**src/rtl/ncount_mod_chain_if.sv**
```systemverilog
// Control/data bundle for the cascaded modulo counter.
// Carries no timing of its own; all outputs are driven by the counter.
// No backpressure; the counter accepts a command on every clock edge.
interface ncount_mod_chain_if #(
    parameter int WIDTH  = 4,
    parameter int DIGITS = 4
);
    logic                      sclr;
    logic                      load;
    logic [DIGITS*WIDTH-1:0]   load_val;
    logic                      en;
    logic                      up;
    logic [DIGITS*WIDTH-1:0]   out;
    logic [DIGITS-1:0]         digit_cout;
    logic                      cout;
    logic                      at_max;
    logic                      at_min;

    // Command side drives controls and observes the count.
    modport master (
        output sclr, load, load_val, en, up,
        input  out, digit_cout, cout, at_max, at_min
    );

    // Counter side consumes controls and drives the count.
    modport slave (
        input  sclr, load, load_val, en, up,
        output out, digit_cout, cout, at_max, at_min
    );
endinterface

```
**src/rtl/ncount_mod_chain.sv**
```systemverilog
// Cascade of DIGITS modulo-MOD digits with enable, up/down, load, clear, optional saturate.
// Latency: count, wrap pulses registered 1 cycle after the edge; at_max/at_min combinational from out.
// No backpressure; every edge applies sclr > load > en > hold.
module ncount_mod_chain #(
    parameter int WIDTH    = 4,
    parameter int MOD      = 10,
    parameter int DIGITS   = 4,
    parameter int SATURATE = 0
) (
    input  logic                clk,
    input  logic                clr_n,
    ncount_mod_chain_if.slave   bus
);
    localparam logic [WIDTH-1:0] MAX_D = WIDTH'(MOD - 1);
    // One extra bit so the clamp compare works even when MOD == 2**WIDTH.
    localparam logic [WIDTH:0]   MOD_V = (WIDTH + 1)'(MOD);

    logic [DIGITS*WIDTH-1:0] cnt_q;
    logic [DIGITS*WIDTH-1:0] cnt_d;
    logic [DIGITS-1:0]       dcout_q;
    logic [DIGITS-1:0]       dcout_d;
    logic                    cout_q;
    logic                    cout_d;
    logic                    all_max;
    logic                    all_min;
    logic                    sat_hold;
    logic                    step;
    logic                    hit;
    logic [WIDTH-1:0]        dig;
    logic [WIDTH-1:0]        ld_dig;

    // Whole-chain boundary detection, taken straight from the registered count.
    always_comb begin
        all_max = 1'b1;
        all_min = 1'b1;
        for (int k = 0; k < DIGITS; k++) begin
            if (cnt_q[k*WIDTH +: WIDTH] != MAX_D) all_max = 1'b0;
            if (cnt_q[k*WIDTH +: WIDTH] != '0)    all_min = 1'b0;
        end
    end

    // In saturate mode the chain freezes instead of crossing the boundary it is heading for.
    assign sat_hold = (SATURATE != 0) && (bus.up ? all_max : all_min);

    // Next-state: step is the ripple condition, true while every lower digit sits at its wrap value.
    always_comb begin
        cnt_d   = cnt_q;
        dcout_d = '0;
        cout_d  = 1'b0;
        step    = 1'b1;
        hit     = 1'b0;
        dig     = '0;
        ld_dig  = '0;
        if (bus.sclr) begin
            cnt_d = '0;
        end else if (bus.load) begin
            for (int k = 0; k < DIGITS; k++) begin
                ld_dig = bus.load_val[k*WIDTH +: WIDTH];
                cnt_d[k*WIDTH +: WIDTH] = ({1'b0, ld_dig} >= MOD_V) ? MAX_D : ld_dig;
            end
        end else if (bus.en && !sat_hold) begin
            for (int k = 0; k < DIGITS; k++) begin
                dig = cnt_q[k*WIDTH +: WIDTH];
                hit = bus.up ? (dig == MAX_D) : (dig == '0);
                if (step) begin
                    dcout_d[k] = hit;
                    if (bus.up) cnt_d[k*WIDTH +: WIDTH] = hit ? '0    : dig + WIDTH'(1);
                    else        cnt_d[k*WIDTH +: WIDTH] = hit ? MAX_D : dig - WIDTH'(1);
                end
                step = step & hit;
            end
            // step still set here means the top digit wrapped too.
            cout_d = (SATURATE == 0) && step;
        end
    end

    // Count and wrap-pulse registers; clr_n clears them without waiting for a clock.
    always_ff @(posedge clk or negedge clr_n) begin
        if (!clr_n) begin
            cnt_q   <= '0;
            dcout_q <= '0;
            cout_q  <= 1'b0;
        end else begin
            cnt_q   <= cnt_d;
            dcout_q <= dcout_d;
            cout_q  <= cout_d;
        end
    end

    assign bus.out        = cnt_q;
    assign bus.digit_cout = dcout_q;
    assign bus.cout       = cout_q;
    assign bus.at_max     = all_max;
    assign bus.at_min     = all_min;
endmodule

```
**src/flat_wrapper.sv**
```systemverilog
// flat-port wrapper written by rule: the top's interface ports become plain ports
module ncount_mod_chain_flat 
#(
    parameter int WIDTH    = 4,
    parameter int MOD      = 10,
    parameter int DIGITS   = 4,
    parameter int SATURATE = 0
)
  (clk, clr_n, bus_sclr, bus_load, bus_load_val, bus_en, bus_up, bus_out, bus_digit_cout, bus_cout, bus_at_max, bus_at_min);
  ncount_mod_chain_if #(.WIDTH(WIDTH), .DIGITS(DIGITS)) bus_i ();
  input  logic clk;
  input  logic clr_n;
  input wire logic [$bits(bus_i.sclr)-1:0] bus_sclr;
  input wire logic [$bits(bus_i.load)-1:0] bus_load;
  input wire logic [$bits(bus_i.load_val)-1:0] bus_load_val;
  input wire logic [$bits(bus_i.en)-1:0] bus_en;
  input wire logic [$bits(bus_i.up)-1:0] bus_up;
  output wire logic [$bits(bus_i.out)-1:0] bus_out;
  output wire logic [$bits(bus_i.digit_cout)-1:0] bus_digit_cout;
  output wire logic [$bits(bus_i.cout)-1:0] bus_cout;
  output wire logic [$bits(bus_i.at_max)-1:0] bus_at_max;
  output wire logic [$bits(bus_i.at_min)-1:0] bus_at_min;
  assign bus_i.sclr = bus_sclr;
  assign bus_i.load = bus_load;
  assign bus_i.load_val = bus_load_val;
  assign bus_i.en = bus_en;
  assign bus_i.up = bus_up;
  assign bus_out = bus_i.out;
  assign bus_digit_cout = bus_i.digit_cout;
  assign bus_cout = bus_i.cout;
  assign bus_at_max = bus_i.at_max;
  assign bus_at_min = bus_i.at_min;
  ncount_mod_chain #(.WIDTH(WIDTH), .MOD(MOD), .DIGITS(DIGITS), .SATURATE(SATURATE)) u_core (.clk(clk), .clr_n(clr_n), .bus(bus_i));
endmodule
```
**config.mk**
```make
export PLATFORM = sky130hd
export DESIGN_NAME = ncount_mod_chain_flat
export DESIGN_NICKNAME = d
export VERILOG_FILES = /design/src/rtl/ncount_mod_chain_if.sv /design/src/rtl/ncount_mod_chain.sv /design/src/flat_wrapper.sv
export SDC_FILE = /design/constraint.sdc
export NUM_CORES = 1
export LEC_CHECK = 0
export BUFFER_PORTS_ARGS = -buffer_cell sky130_fd_sc_hd__buf_2
export CAP_MARGIN = 10
export CORE_ASPECT_RATIO = 1.2
export CORE_MARGIN = 5
export CORE_UTILIZATION = 30
export CTS_BUF_LIST = sky130_fd_sc_hd__clkbuf_8
export DETAILED_ROUTE_END_ITERATION = 16
export HOLD_SLACK_MARGIN = 0.02
export PLACE_DENSITY = 0.62
export SKIP_LAST_GASP = 1
export SYNTH_ARGS = -nofsm -noshare
export SYNTH_HDL_FRONTEND = slang
export SYNTH_SLANG_ARGS = --single-unit
```
**constraint.sdc**
```tcl
create_clock -name clk -period 2.4 [get_ports clk]
set_input_delay 0.48 -clock clk [delete_from_list [all_inputs] [get_ports clk]]
set_output_delay 0.48 -clock clk [all_outputs]
set_load 0.01 [all_outputs]
```
-- Yosys cells after proc, flatten, opt, wreduce, memory -nomap -nowiden
Cells that the tools add are included.
- register bits: 21
- bits of input ports: 22
- $lt $le $gt $ge: 4
- bitwise logic cells: 3
- reductions and logical operators: 15
- equality and inequality tests: 8
- mux-type cells: 43
- add/sub/neg operators: 8
- operators with widths (operator ; count):
    $mux W4 ; 22
    $mux W16 ; 3
    $mux W1 ; 18
    $add A4 B1 Y4 const B ; 4
    $eq A4 B4 Y1 const B ; 4
    $ge A4 B4 Y1 const B ; 4
    $logic_not A4 Y1 ; 4
    $ne A4 B4 Y1 const B ; 4
    $reduce_bool A4 Y1 ; 4
    $sub A4 B1 Y4 const B ; 4
    $reduce_bool A3 Y1 ; 4
    $reduce_and A2 Y1 ; 3
    $and A1 B1 Y1 ; 3

-- Logic depth before layout (Yosys ltp)
Gate-level depths: netlist of run 1.
- word-level depth: 8
- gate-level depth with buffers: 7
- depth with buffers taken out: 7

-- Least setup slack after synthesis of run 1
No wires, ideal clock.
- kind: flip-flop to flip-flop
- start point: register u_core.cnt_q[0], in the netlist u_core.bus.out[0]
- end point: register u_core.cnt_q[5], in the netlist u_core.bus.out[5]
- buffers on the path: 0
- library setup time: 66 ps
- path slack: 154 ps
- arrival time: 2180 ps
- required time: 2334 ps
- clock period less this slack: 2246 ps
- cell stages (with the launch flop): 8
- path through: dfrtp_1 -> inv_1 -> ha_1 -> or3b_2 -> a21oi_1 -> mux2_2 -> o21ai_1 -> and2_1
- longest elaborated chain between the ends: 4
- ends and longest elaborated chain (item ; line ; text):
    start, declared ; ncount_mod_chain.sv:18 ; logic [DIGITS*WIDTH-1:0] cnt_q;
    start signal, assigned ; ncount_mod_chain.sv:84 ; cnt_q <= cnt_d;
    $eq A4 B4 Y1 / $logic_not A4 Y1 (equally long branches) ; ncount_mod_chain.sv:64 ; hit = bus.up ? (dig == MAX_D) : (dig == '0);
    $mux W1 * ; ncount_mod_chain.sv:64 ;
    $reduce_bool A3 Y1 (no source line) * ; - ;
    $reduce_and A2 Y1 (no source line) * ; - ;
Mark *: on every way between the ends. The rest lies on a longest branch, timed or not.
A chain may end at the register's enable or synchronous reset.

-- Worst setup path after layout of run 1
- start point: register u_core.cnt_q[12], in the netlist u_core.bus.out[12]
- end point: output bus_at_min
- longest elaborated chain between the ends: 2
- ends and longest elaborated chain (item ; line ; text):
    $reduce_bool A4 Y1 ; ncount_mod_chain.sv:38 ; if (cnt_q[k*WIDTH +: WIDTH] != '0) all_min = 1'b0;
    $mux W1 ; ncount_mod_chain.sv:38 ;
    end, declared ; flat_wrapper.sv:22 ; output wire logic [$bits(bus_i.at_min)-1:0] bus_at_min;
No other way between the ends.

==> results.py, run 1 <==
metrics = {
    "floorplan": {
        "core_um2": 6051,
        "ios": 45,
        "initial_core_util": 0.3085,
        "rows": 31,
        "fp.dieH_um": 96.41,
        "die_width_um": 82.01,
        "die_area_um2": 7907,
    },
    "power": {
        "p_sw_frac": 0.3437,
        "p_leak_nw": 1.074,
        "sequentialPowerShare": 0.373,
        "p_sw_mw": 0.3462,
        "peakVddDrop_mv": 0.1798,
        "p_clk_frac": 0.225,
        "p_int_mw": 0.6610,
        "comb_power_share": 0.402,
        "power_per_cell_area_nw_per_um2": 442.3,
    },
    "drt": {
        "drt_iter0_markers": 99,
        "wl_per_cell_um": 14.52,
        "finalWirelength_mm": 5.054,
        "drc": 0,
        "vias_per_cell": 5.190,
        "routed-via-count": 1806,
        "first_pass_iters": 4,
        "ant_nets": 0,
    },
    "hold_path": {
        "hold_path_class": "in2async",
    },
    "synth": {
        "yosys_warnings": 0,
        "ys_ff_latch": 20,
        "synth_nets": 247,
        "synth_cells": 213,
        "synth.distinct_cells": 57,
        "synth_area_um2": 1867,
        "synth-seq-area-share": 0.2681,
        "synth-edff-count": 0,
        "synthArstFlopShare": 1.000,
        "ys.flop_type": "dfrtp_1",
        "avgSynthCellArea_um2": 8.764,
    },
    "sta": {
        "setup_viol": 0,
        "min_period_over_period": 0.9866,
        "slew_viol_final": 0,
        "min_period_ns": 2.368,
        "worstMarginPinSlew_ns": 0.5377,
        "relSlewSlack": 0.6411,
        "skew_ns": 0.001366,
        "finalHoldViolCount": 0,
        "fmax_ghz": 0.4223,
        "whs_ns": 0.1710,
        "rsz0062_at_grt": "true",
    },
    "grt": {
        "grt_max_degree": 21,
        "grt_overflow_total": 0,
        "grt_pass1_vias": 1735,
        "grt_pass1_wl_mm": 8.397,
        "antenna_found_initial": 0,
        "track_usage": 0.1350,
    },
    "setup_path": {
        "worstPathRequired_ns": 1.92,
        "path_buf_inv": 2,
        "cp_max_fo": 4,
        "critical_path_class": "reg2out",
        "cp-start-kind": "flop",
        "ff2ff_path_depth": 7,
        "reg2reg_to": "u_core.bus.out[5]",
        "reg2reg_from": "u_core.bus.out[0]",
        "slowest_stage": "or3b_4",
        "crit_family": "simple AND/OR/NAND/NOR gates",
        "slowest_delay_ns": 0.40,
        "cp.arrival_ns": 1.89,
        "crit_chain": "inv_1, ha_4, or3b_4, nor4b_4, and3_1, buf_2",
        "cp-end-kind": "output port",
        "reg2reg_slack_ns": 0.17,
    },
    "cts": {
        "clk_path_buf_depth": 2,
        "cts.sinks": 20,
        "clk_latency_ns": 0.26,
        "path_clk_slew_ns": 0.07,
        "h-tree-depth": 1,
        "cts_made_buffers": 3,
        "hold_buffers": 0,
        "cts_tree": "built",
        "clock-root-buffer": "clkbuf_8",
    },
    "place": {
        "numPortBuffers": 44,
        "place.detailed.hpwl_mm": 3.877,
        "gp_congestion": 0.7974,
        "place_area_um2": 2191,
    },
    "finish": {
        "area_growth_pct": 21.98,
        "nets": 302,
        "drive_above_1_share": 0.3158,
        "finish.utilization": 0.3763,
        "insertedDiodeCount": 0,
        "final_area_um2": 2277,
        "nFillCells": 652,
    },
    "status": {
        "outcome": "completed",
    },
    "run": {
        "drv_cap": 0,
    },
}
## state kept, by name, summed over array words and instances (netlist names)
| name | flops |
|---|---|
| u_core.bus.cout | 1 |
| u_core.bus.digit_cout | 3 |
| u_core.bus.out | 16 |
## power groups by stage
| stage | registers [mW] | logic (mW) | clock network (mW) |
|---|---|---|---|
| 2_1_floorplan | 0.406 | 0.241 | 0 |
| 3_5_place_dp | 0.382 | 0.388 | 0 |
| 4_1_cts | 0.376 | 0.401 | 0.238 |
| 5_1_grt | 0.379 | 0.450 | 0.252 |
| 3_3_place_gp | 0.382 | 0.382 | 0 |
| 6_report | 0.376 | 0.405 | 0.226 |
## cells by family after synthesis
family / Yosys count / share of synthesized area
buffers and inverters: 27 / 0.09383
flip-flops: 20 / 0.2681
multiplexers: 7 / 0.04558
adder cells (fa/ha/maj): 12 / 0.08043
AND/OR/NAND/NOR: 73 / 0.2252
XOR/XNOR: 7 / 0.03284
AO/OA/AOI/OAI: 67 / 0.2540
## cells in the final DEF, fill, tap and decap left out, types with 4 or more instances in the layout
cell type   n
a21oi_1    15
buf_2      44
buf_4      18
dfrtp_1    20
ha_1       11
inv_1      14
mux2i_1     4
nand2_1    13
nand2b_1    7
nand3_1     6
nand3b_1    4
nor2_1     13
nor3_1      6
o21ai_0    13
xnor2_1     6
## cells in the mapped netlist (all sizes together), types with 4 or more instances
cell    number  area (um2)
dfrtp       20       500.5
a21oi       15       75.07
inv         15       56.30
o21ai       14       70.06
nand2       13       48.80
nor2        13       48.80
ha          12       150.1
nand2b       7       43.79
nand3        6       30.03
nor3         6       30.03
xnor2        6       52.55
buf          5       52.55
clkbuf       5       48.80
mux2i        4       40.04
nand3b       4       30.03
## per-stage QoR
step | total power, mW | setup TNS (ns) | cells | setup WS [ns]
detailed placement | 0.7705 | 0 | 343 | 0.1248
global placement | 0.7646 | 0 | 343 | 0.1428
floorplan | 0.6460 | 0 | 213 | 0.1542
finish | 1.007 | 0 | 348 | 0.03212
global route | 1.081 | -0.04971 | 348 | -0.04971
CTS | 1.015 | 0 | 346 | 0.005675
## timing repair
action	in CTS	in global routing
resized for setup	4	2
setup buffers	0	2
endpoints found under the setup margin	1	4
pin swaps	1	2
## final cells by class
class / count / area (um2) / area share
Inverter: 15 / 56.30 / 0.02473
Timing Repair Buffer: 62 / 355.3 / 0.1560
Tap cell: 82 / 102.6 / 0.04505
Multi-Input combinational cell: 166 / 1221 / 0.5363
Clock buffer: 3 / 41.29 / 0.01813
Sequential cell: 20 / 500.5 / 0.2198
## worst max-delay path by stage
| stage | from | cells past startpoint | slack, ns | endpoint |
|---|---|---|---|---|
| after global placement | u_core.bus.out[13] | 6 | 0.14 | bus_at_min |
| final | u_core.bus.out[12] | 6 | 0.03 | bus_at_min |
| after global routing | u_core.bus.out[12] | 6 | -0.05 | bus_at_min |
| after CTS | u_core.bus.out[13] | 6 | 0.006 | bus_at_min |
| after floorplan | u_core.bus.out[0] | 7 | 0.15 | u_core.bus.out[5] |
| after detailed placement | u_core.bus.out[13] | 6 | 0.12 | bus_at_min |
## routing by layer
| metal | GRT usage | part of all wire |
|---|---|---|
| met5 | 0 | 0 |
| met4 | 0.03463 | 0.0099 |
| met3 | 0.01948 | 0.054 |
| met2 | 0.2298 | 0.49 |
| met1 | 0.1778 | 0.45 |
Note: power is estimated with default switching activity, not from simulation.
==> inputs of run 2 (changes only) <==
--- a/config.mk
+++ b/config.mk
@@ -5,6 +5,7 @@
 export SDC_FILE = /design/constraint.sdc
 export NUM_CORES = 1
 export LEC_CHECK = 0
+export ABC_AREA = 1
 export BUFFER_PORTS_ARGS = -buffer_cell sky130_fd_sc_hd__buf_2
 export CAP_MARGIN = 10
 export CORE_ASPECT_RATIO = 1.2
==> run 2 against run 1 <==
Combinational power is 19% higher. Sequential cell count unchanged. Synthesized area fell by 0.87%. Utilization shrank 1.4 points. Critical path type unchanged. Largest power group unchanged. Highest routed layer unchanged.
==> results.py, run 2 <==
metrics = {
    "setup_path": {
        "critPathLaunch": "u_core.bus.out[4]",
        "worstPathRequired_ns": 1.92,
        "ff2ff_path_depth": 10,
        "slowest_delay_ns": 0.45,
        "reg2reg_from": "u_core.bus.out[8]",
        "cp_common_cell": "inv_1",
        "cp-end-kind": "output port",
        "cp-start-kind": "flop",
        "cp_max_fo": 6,
        "slowest_stage": "dfrtp_1",
        "critical_path_class": "reg2out",
        "reg2reg_slack_ns": 0.73,
        "reg2reg_to": "u_core.bus.out[15]",
        "crit_chain": "inv_1, ha_1, inv_1, nor3_4, nand2_1, nor3_1, buf_2",
        "cp.arrival_ns": 1.68,
        "crit_end": "bus_at_min",
    },
    "finish": {
        "area_growth_pct": 17.85,
        "largest_reg_flops": 16,
        "final_common_cell": "nand2_1",
        "layout_common_cells": "nand2_1 (97), buf_2 (44), inv_1 (27)",
        "insertedDiodeCount": 0,
        "drive_above_1_share": 0.2219,
        "finish.utilization": 0.3627,
        "nets": 355,
        "nFillCells": 655,
    },
    "synth": {
        "synth-edff-count": 0,
        "ys_ff_latch": 20,
        "synth.distinct_cells": 34,
        "synth_most_common_cell": "nand2_1",
        "synth_top_family_by_area": "simple AND/OR/NAND/NOR gates",
        "synth_area_um2": 1851,
        "yosys_warnings": 0,
        "yosys.area_share.simple": 0.4199,
        "synth-seq-area-share": 0.2705,
        "synthAdderAreaFrac": 0.08114,
        "synth_cells": 278,
        "synth_common_cells": "nand2_1 (97), inv_1 (27), nand3_1 (24)",
        "yosys.area.top_type_share": 0.2705,
        "synth_nets": 312,
        "synth_compound_area_frac": 0.1156,
        "avgSynthCellArea_um2": 6.657,
        "synth_xor_area_frac": 0.01420,
        "synth_top_cells_by_area": "dfrtp_1 (27%), nand2_1 (20%), ha_1 (8.1%), nand3_1 (6.5%), inv_1 (5.5%)",
        "ys.flop_type": "dfrtp_1",
        "synth.area.mux_share": 0,
        "synthArstFlopShare": 1.000,
        "synth_largest_area_cell": "dfrtp_1",
    },
    "power": {
        "comb_power_share": 0.404,
        "sequentialPowerShare": 0.372,
        "p_int_mw": 0.7040,
        "peakVddDrop_mv": 0.2184,
        "p_clk_frac": 0.224,
        "p_sw_frac": 0.4100,
        "p_leak_nw": 1.197,
        "power_per_cell_area_nw_per_um2": 547.2,
        "p_sw_mw": 0.4893,
    },
    "place": {
        "place.detailed.hpwl_mm": 3.947,
        "pre_cts_slack_ns": 0.5056,
        "gp_congestion": 0.8911,
        "numPortBuffers": 44,
    },
    "floorplan": {
        "rows": 31,
        "initial_core_util": 0.3078,
        "core_um2": 6012,
        "fp.dieH_um": 96.04,
        "die_area_um2": 7846,
        "die_width_um": 81.70,
        "ios": 45,
    },
    "drt": {
        "drt_iter0_markers": 126,
        "routed-via-count": 1900,
        "m1WireLength_mm": 2.132,
        "wl_met2_mm": 2.406,
        "wl_per_cell_um": 12.16,
        "finalWirelength_mm": 4.887,
        "vias_per_cell": 4.726,
        "routed.top_layer": "met4",
        "drc": 0,
        "first_pass_iters": 4,
        "dr_wl_met3_um": 230,
        "ant_nets": 0,
    },
    "sta": {
        "setup_slack_ns": 0.2365,
        "rsz0062_at_grt": "false",
        "worstMarginPinSlew_ns": 0.5029,
        "finalHoldViolCount": 0,
        "setup-tns-final_ns": 0,
        "relSlewSlack": 0.6647,
        "fmax_ghz": 0.4622,
        "setup_viol": 0,
        "skew_ns": 0.003296,
        "slew_viol_final": 0,
        "min_period_ns": 2.163,
        "min_period_over_period": 0.9015,
    },
    "cts": {
        "cts.sinks": 20,
        "clk_path_buf_depth": 2,
        "clock-root-buffer": "clkbuf_8",
        "cts-resized-gates": 0,
        "clk_latency_ns": 0.26,
        "path_clk_slew_ns": 0.08,
        "cts_tree": "built",
        "cts_made_buffers": 3,
        "post-cts-setup-buffers": 0,
        "hold_buffers": 0,
        "h-tree-depth": 1,
    },
    "hold_path": {
        "hold_path_class": "in2async",
    },
    "grt": {
        "grt_max_degree": 21,
        "grt_overflow_total": 0,
        "grt_pass1_vias": 1820,
        "antenna_found_initial": 0,
        "track_usage": 0.1334,
        "grt_pass1_wl_mm": 8.217,
    },
    "run": {
        "drv_cap": 0,
    },
    "status": {
        "outcome": "completed",
    },
}
-- run 2: final cells by class --
cell class | instances | area, um2 | share of cell area
Multi-Input combinational cell | 218 | 1167 | 0.5353
Sequential cell | 20 | 500.5 | 0.2295
Timing Repair Buffer | 46 | 235.2 | 0.1079
Inverter | 32 | 120.1 | 0.05508
Tap cell | 82 | 102.6 | 0.04705
Clock buffer | 4 | 55.05 | 0.02524
-- run 2: worst max-delay path: cells and delay by family, from the launching register on --
kind	cells	cell delay (ns)
DFF	1	0.45
adders and majority gates	1	0.15
buffers and inverters	3	0.37
and+or+nand+nor	3	0.45
-- run 2: per-layer routing --
| layer | vias up | global-route usage |
|---|---|---|
| li1 | 986 | - |
| met1 | 852 | 0.1597 |
| met2 | 52 | 0.2364 |
| met3 | 10 | 0.01966 |
| met4 | 0 | 0.05402 |
| met5 | - | 0 |
-- run 2: cell families (layout without fill, tap and decap cells) --
kind of cell	after synthesis	after routing
and+or+nand+nor	164	164
buffers and inverters	40	82
AOI/OAI and AO/OA	39	39
DFF	20	20
adders and majority gates	12	12
xor gates and xnor gates	3	3
-- run 2: metrics by stage --
| stage | std cells | power, mW | hold WS, ns | cell area, um2 |
|---|---|---|---|---|
| after floorplan | 278 | 0.7869 | 0.1844 | 1851 |
| after global placement | 398 | 0.9309 | 0.4766 | 2126 |
| after detailed placement | 398 | 0.9354 | 0.4808 | 2126 |
| after CTS | 402 | 1.211 | 0.1884 | 2181 |
| after global routing | 402 | 1.297 | 0.2170 | 2181 |
| final | 402 | 1.193 | 0.1765 | 2181 |
-- run 2: power groups by stage --
stage	Sequential, mW	Combinational, mW	Clock, mW
finish	0.444	0.482	0.268
global route	0.455	0.554	0.288
CTS	0.444	0.487	0.280
detailed placement	0.451	0.484	0
global placement	0.447	0.483	0
floorplan	0.452	0.335	0
-- run 2: how the worst min path moves through the flow --
stage / from / cells after the start / slack [ns] / endpoint
finish: clr_n / 1 / 0.18 / u_core.bus.out[13]
global route: clr_n / 1 / 0.22 / u_core.bus.out[14]
CTS: clr_n / 1 / 0.19 / u_core.bus.digit_cout[0]
detailed placement: clr_n / 1 / 0.48 / u_core.bus.out[6]
global placement: clr_n / 1 / 0.48 / u_core.bus.out[13]
floorplan: clr_n / 0 / 0.18 / u_core.bus.cout
